**config.mk**
```make
export PLATFORM = sky130hd
export DESIGN_NAME = resource_branch_mo
export DESIGN_NICKNAME = d
export VERILOG_FILES = /design/src/rtl/resource_branch_mo.sv
export SDC_FILE = /design/constraint.sdc
export NUM_CORES = 1
export LEC_CHECK = 0
export ABC_AREA = 1
export BUFFER_PORTS_ARGS = -buffer_cell sky130_fd_sc_hd__buf_2
export CAP_MARGIN = 20
export CORE_ASPECT_RATIO = 0.6
export CORE_UTILIZATION = 40
export CTS_CLUSTER_SIZE = 28
export DETAILED_ROUTE_END_ITERATION = 16
export SETUP_SLACK_MARGIN = 0.02
export SLEW_MARGIN = 20
export SYNTH_ARGS = -nofsm -noshare
export SYNTH_HDL_FRONTEND = slang
export SYNTH_SLANG_ARGS = --single-unit
```
**constraint.sdc**
```tcl
create_clock -name clk -period 5.8 [get_ports clk]
set_input_delay 0.87 -clock clk [delete_from_list [all_inputs] [get_ports clk]]
set_output_delay 0.87 -clock clk [all_outputs]
set_load 0.03 [all_outputs]
```
**src/rtl/resource_branch_mo.sv**
```systemverilog
// resource_branch_mo: multi-outstanding resource request issuer with in-order response tracker
// Ports: in_* request from dispatch, req_* request to resource port, rsp_* in-order response,
//        block/dest/commit_id/result_out + out_is_write beat to commit, outstanding occupancy,
//        protocol_err sticky response-with-empty-tracker flag.
module resource_branch_mo #(
    parameter int DATA_WIDTH    = 16,
    parameter int HANDLE_WIDTH  = 8,
    parameter int N_BLOCKS      = 256,
    parameter int DEPTH         = 4,
    parameter int CID_WIDTH     = 8,
    parameter bit SIGN_EXTEND   = 1,
    parameter bit WRITE_ACK_OUT = 0,
    localparam int BW = $clog2(N_BLOCKS),
    localparam int PW = $clog2(DEPTH),
    localparam int CW = PW + 1
) (
    input  logic                    clk,
    input  logic                    reset,
    input  logic                    enable,
    input  logic                    in_valid,
    output logic                    in_ready,
    input  logic                    write_in,
    input  logic [BW-1:0]           block_in,
    input  logic [HANDLE_WIDTH-1:0] handle_in,
    input  logic [DATA_WIDTH-1:0]   arg_a_in,
    input  logic [DATA_WIDTH-1:0]   arg_b_in,
    input  logic [3:0]              dest_in,
    input  logic [CID_WIDTH-1:0]    commit_id_in,
    output logic                    req_valid,
    input  logic                    req_ready,
    output logic                    req_write,
    output logic [HANDLE_WIDTH-1:0] req_handle,
    output logic [DATA_WIDTH-1:0]   req_arg_a,
    output logic [DATA_WIDTH-1:0]   req_arg_b,
    input  logic                    rsp_valid,
    output logic                    rsp_ready,
    input  logic [DATA_WIDTH-1:0]   rsp_data,
    output logic                    out_valid,
    input  logic                    out_ready,
    output logic [BW-1:0]           block_out,
    output logic [3:0]              dest_out,
    output logic [CID_WIDTH-1:0]    commit_id_out,
    output logic [2*DATA_WIDTH-1:0] result_out,
    output logic                    out_is_write,
    output logic [CW-1:0]           outstanding,
    output logic                    protocol_err
);
    localparam int EW = 1 + BW + 4 + CID_WIDTH;

    logic [EW-1:0]           trk_q [DEPTH];
    logic [PW-1:0]           wr_q, rd_q;
    logic [CW-1:0]           cnt_q, cnt_d;
    logic                    req_valid_q, req_valid_d, out_valid_q, out_valid_d, err_q, err_d;
    logic                    req_write_q, out_is_write_q;
    logic [HANDLE_WIDTH-1:0] req_handle_q;
    logic [DATA_WIDTH-1:0]   req_a_q, req_b_q;
    logic [BW-1:0]           block_q;
    logic [3:0]              dest_q;
    logic [CID_WIDTH-1:0]    cid_q;
    logic [2*DATA_WIDTH-1:0] result_q, ext;
    logic [EW-1:0]           head;
    logic                    head_w, out_free, acc, fire, load;

    always_comb begin
        head        = trk_q[rd_q];
        head_w      = head[EW-1];
        out_free    = !out_valid_q || out_ready;
        in_ready    = enable && (!req_valid_q || req_ready) && (cnt_q < CW'(DEPTH));
        // silent write acks never need the output stage
        rsp_ready   = enable && (cnt_q != '0) && ((head_w && !WRITE_ACK_OUT) || out_free);
        acc         = in_valid && in_ready;
        fire        = rsp_valid && rsp_ready;
        load        = fire && (!head_w || WRITE_ACK_OUT);
        ext         = SIGN_EXTEND ? {{DATA_WIDTH{rsp_data[DATA_WIDTH-1]}}, rsp_data}
                                  : {{DATA_WIDTH{1'b0}}, rsp_data};
        req_valid_d = !enable ? req_valid_q : acc ? 1'b1 : req_ready ? 1'b0 : req_valid_q;
        out_valid_d = !enable ? out_valid_q : load ? 1'b1 : out_ready ? 1'b0 : out_valid_q;
        cnt_d       = cnt_q + CW'(acc) - CW'(fire);
        err_d       = err_q || (enable && rsp_valid && cnt_q == '0);
    end

    always_ff @(posedge clk) begin
        if (reset) begin
            req_valid_q    <= 1'b0;
            out_valid_q    <= 1'b0;
            cnt_q          <= '0;
            err_q          <= 1'b0;
            wr_q           <= '0;
            rd_q           <= '0;
            req_write_q    <= 1'b0;
            req_handle_q   <= '0;
            req_a_q        <= '0;
            req_b_q        <= '0;
            block_q        <= '0;
            dest_q         <= '0;
            cid_q          <= '0;
            result_q       <= '0;
            out_is_write_q <= 1'b0;
        end else begin
            req_valid_q <= req_valid_d;
            out_valid_q <= out_valid_d;
            cnt_q       <= cnt_d;
            err_q       <= err_d;
            if (acc) begin
                req_write_q  <= write_in;
                req_handle_q <= handle_in;
                req_a_q      <= arg_a_in;
                req_b_q      <= arg_b_in;
                trk_q[wr_q]  <= {write_in, block_in, dest_in, commit_id_in};
                wr_q         <= wr_q + 1'b1;
            end
            if (fire)
                rd_q <= rd_q + 1'b1;
            if (load) begin
                result_q       <= head_w ? '0 : ext;
                out_is_write_q <= head_w;
                block_q        <= head[EW-2 -: BW];
                dest_q         <= head[CID_WIDTH+3 -: 4];
                cid_q          <= head[CID_WIDTH-1:0];
            end
        end
    end

    assign req_valid     = req_valid_q;
    assign req_write     = req_write_q;
    assign req_handle    = req_handle_q;
    assign req_arg_a     = req_a_q;
    assign req_arg_b     = req_b_q;
    assign out_valid     = out_valid_q;
    assign block_out     = block_q;
    assign dest_out      = dest_q;
    assign commit_id_out = cid_q;
    assign result_out    = result_q;
    assign out_is_write  = out_is_write_q;
    assign outstanding   = cnt_q;
    assign protocol_err  = err_q;
endmodule

```
; After elaboration in Yosys (flattened, before gate mapping)
; Memory sizes are Yosys's and may differ from the RTL's. A register that Yosys moved wholly into a read port is not among the register bits.
; Index checks and enable logic that the tools add are counted.
[totals]
ramBits = 84
ff_bits = 104
elab_cells = 53
mem_bits_ro = 0
latch_bits = 0
memories = 1
input_bits = 84
out_inout_bits = 102
[classes]
magnitude_cmp = 1
eq_ne = 0
shifts = 0
n_mux = 10
n_div = 0
n_addsub = 4
bitwise = 0
n_mul = 0
n_reduce_logical = 22
[mem_list]
columns = name, depth, word_bits, rd, rd_clocked_by_memory_dff, wr, line_no
row1 = trk_q, 4, 21, 1, 1, 1, 50  ; logic [EW-1:0] trk_q [DEPTH];
[ops]
columns = operator, count
row1 = two-way mux 32 bit, 1
row2 = logical AND 1 bit, 9
row3 = two-way mux 1 bit, 7
row4 = adder 2 x 1 -> 2 bit (second input constant), 2
row5 = logical OR 1 bit, 4
row6 = two-way mux 2 bit, 2
row7 = AND reduction 2 bit, 2
row8 = nonzero test 2 bit, 2
row9 = adder 3 x 1 -> 3 bit, 1
row10 = logical NOT 1 bit, 3
row11 = logical NOT 3 bit, 1
row12 = < comparator 3 bit (second input constant), 1
row13 = nonzero test 3 bit, 1
row14 = subtractor 3 x 1 -> 3 bit, 1

; Depth between registers and ports, before layout
[depth]
word_depth = 8
mapped_depth = 14
depth_no_buf = 13

; Least setup slack after synthesis
; Ideal clock, no wire load.
[synth_timing]
path_type = input to register
from = input req_ready
to = memory trk_q[0][0] (netlist name) (enable)
setup_time_ns = 0.399
t_required_ns = 5.401
path_slack_ns = 2.719
n_path_buf = 0
stages = 6
arrival_time_ns = 2.682
cell_sequence = o21ai_1 nor2_1 nand2_1 inv_2 nand2_1 nor2_1
[synth_via]
elab_chain_cells = 7
[synth_lines]
columns = element, line_no
row1 = start: declaration, 30  ; input logic req_ready,
row2 = logical OR 1 bit, 68  ; in_ready = enable && (!req_valid_q || req_ready) && (cnt_q < CW'(DEPTH));
row3 = logical AND 1 bit (2 in series), 68
row4 = via in_ready, 21  ; output logic in_ready,
row5 = logical AND 1 bit, 71  ; acc = in_valid && in_ready;
row6 = two-way mux 1 bit, 104  ; if (acc) begin
row7 = two-way mux 1 bit, 83  ; if (reset) begin
row8 = two-way mux 1 bit (implied by the code), 109  ; trk_q[wr_q] <= {write_in, block_in, dest_in, commit_id_in};
row9 = end: declaration, 50
; The timed path passes the listed nets, and every way through them passes these cells.

==> impl_metrics.ini <==
[cells_and_area]
num-nets-final = 953
final_common_cell = buf_2
layout_common_cells = buf_2, nand2_1, nor2_1
antenna_cells = 0
layout-drive-gt1-share = 0.2626
area_growth_pct = 23.00

[timing]
relSlewSlack = 0.5015
worst_pin_slew_ps = 746.7
rsz0062_at_grt = false
setup_viol = 0
fmax_mhz = 299.3
skew_ps = 15.04
worst_slack_ps = 2459
drv_slew = 0
finalCriticalPeriod_ps = 3341
finalHoldViolCount = 0
min_period_over_period = 0.5761
tns_ps = 0

[detailed_routing]
drt_iter0_drc = 316
drc = 0
antenna_left = 0
routedWlPerCell_um = 13.88
routed_wl_um = 15320
dr.pass1.iters = 7
viasPerCell = 4.570
num_vias = 5045

[logic_synthesis]
synth_seq_cells = 174
yosys.area_share.simple = 0.1692
syn-mean-instance-area_um2 = 9.482
synthAdderAreaFrac = 0.01228
synthDistinctLibCells = 23
syn-cell-area_um2 = 6723
syn_nets = 799
muxShareOfSynthArea = 0
synth_top_family_by_area = simple AND/OR/NAND/NOR gates
synth_xor_area_frac = 0.003908
yosysSeqAreaShare = 0.6432
yosys_warnings = 0
synth_cells = 709
synth_compound_area_frac = 0.09101

[setup_path]
endpoint_kind = output pin
critPathArrivalTime_ps = 2470
startpoint_type = flop
crit_fanout = 22
critPathKind = flop to output pin
cp_data_required_time_ps = 4930

[clock_network]
cts_sinks = 174
postCtsSetupBuffers = 0
clock_path_buffers = 2
h-tree-depth = 4
hold_buffers = 0
cts_tree = done
cts_root_buf = clkbuf_16
clkTransAtPathRegs_ps = 70
numCtsBuffers = 17
clock_latency_ps = 420
cts-resized-gates = 0

[placed_design]
port-buffer-count = 185
post-place-ws_ps = 2172
gp_congestion = 0.7320
dp_hpwl_um = 9935

[global_route]
grt_pass1_vias = 4393
antenna_found_initial = 0
grt_max_degree = 75
grt_first_pass_wirelength_um = 23600
grt.total_usage = 0.1774
overflow = 0

[power_and_ir_drop]
ir_drop_mv = 0.1895
powerDensity_nw_per_um2 = 385.6
leakage_nw = 3.711

[die]
core_area_um2 = 16350
num_rows = 36
initial_core_util = 0.4112
die_w_um = 169.4
dieArea_um2 = 17350
die_h_um = 102.4
pin_count = 186

[hold_path]
hold_path_class = flop to flop

[flow_run]
drv_cap = 0

[run_status]
status = finished clean
logic make-up after synthesis:
family                   count (synthesis)
AND/OR/NAND/NOR                        298
flip-flops                             174
AO/OA/AOI/OAI                          116
buffers and inverters                  112
adder cells (fa/ha/maj)                  6
XOR/XNOR                                 3
final cells by class:
| cell class | count | area (um2) |
|---|---|---|
| Fill cell | 1500 | 8082 |
| Multi-Input combinational cell | 423 | 1892 |
| Timing Repair Buffer | 190 | 979.7 |
| Sequential cell | 174 | 4324 |
| Clock inverter | 14 | 123.9 |
| Inverter | 57 | 214.0 |
| Tap cell | 228 | 285.3 |
| Clock buffer | 18 | 450.4 |
power breakdown:
part	internal (W)	total, W	switching, W
Clock	0.000591	0.00111	0.000516
Sequential	0.00138	0.00143	0.0000516
Combinational	0.000187	0.000651	0.000465
worst max-delay path: stages (launching register included):
cell and delay, ps:
dfxtp_1 770, inv_1 530, nand3_1 210, nand2_1 140
a21boi_0 180, buf_2 230
Yosys cell counts:
| cell type | number | share of area |
|---|---|---|
| o22ai_1 | 20 | 0.019 |
| inv_2 | 3 | 0.0017 |
| nor2_1 | 124 | 0.069 |
| buf_2 | 9 | 0.0067 |
| o21ai_1 | 1 | 0.00074 |
| buf_6 | 4 | 0.0067 |
| a21oi_2 | 1 | 0.0013 |
| clkbuf_1 | 21 | 0.012 |
| o21ai_0 | 44 | 0.033 |
| nand3_1 | 4 | 0.0030 |
| a21oi_1 | 49 | 0.036 |
| xnor2_1 | 1 | 0.0013 |
| a21boi_0 | 1 | 0.0011 |
| inv_1 | 54 | 0.030 |
| nand4_1 | 2 | 0.0019 |
| edfxtp_1 | 84 | 0.38 |
| dfxtp_1 | 90 | 0.27 |
| ha_1 | 5 | 0.0093 |
| nand4_2 | 1 | 0.0019 |
| buf_4 | 21 | 0.023 |
| nand2_1 | 167 | 0.093 |
| fa_1 | 1 | 0.0030 |
| xor2_1 | 2 | 0.0026 |
metrics by stage:
stage / util / hold slack [ps] / instances / power [W] / cell area [um2]
6_report: 0.5057 / 454.8 / 1104 / 0.003188 / 8269
5_1_grt: 0.5057 / 478.2 / 1104 / 0.003346 / 8269
4_1_cts: 0.5039 / 460.7 / 1103 / 0.003210 / 8239
3_5_place_dp: 0.4688 / 449.2 / 1071 / 0.002107 / 7665
3_3_place_gp: 0.4678 / 440.9 / 1070 / 0.002106 / 7649
2_1_floorplan: - / 475.3 / 709 / 0.001935 / 6723
sequential cells by signal, summed over array words and instances, names as in the netlist, 2 cells and up, named ones only:
signal	count
block_out	8
result_out	16
req_arg_a	16
wr_q	2
outstanding	3
dest_out	4
req_handle	8
req_arg_b	16
commit_id_out	8
trk_q	84
rd_q	2
worst paths after layout:
kind                                  start                        end  slack (ps)  cells after the start
hold / removal    out_is_write$_SDFFE_PP0P_  out_is_write$_SDFFE_PP0P_         450                      2
hold reg to reg   out_is_write$_SDFFE_PP0P_  out_is_write$_SDFFE_PP0P_         450                      2
setup / recovery                       flop                  rsp_ready        2460                      5
setup reg to reg                       flop  outstanding[2]$_SDFF_PP0_        2750                     12
metal layers:
layer,part of all wire,wire length [um],global-route usage
met5,0,0,0
met4,0.011,170,0.05683
met3,0.055,838,0.04260
met2,0.39,6050,0.2343
met1,0.54,8259,0.2786
Note: power is estimated with default switching activity, not from simulation.
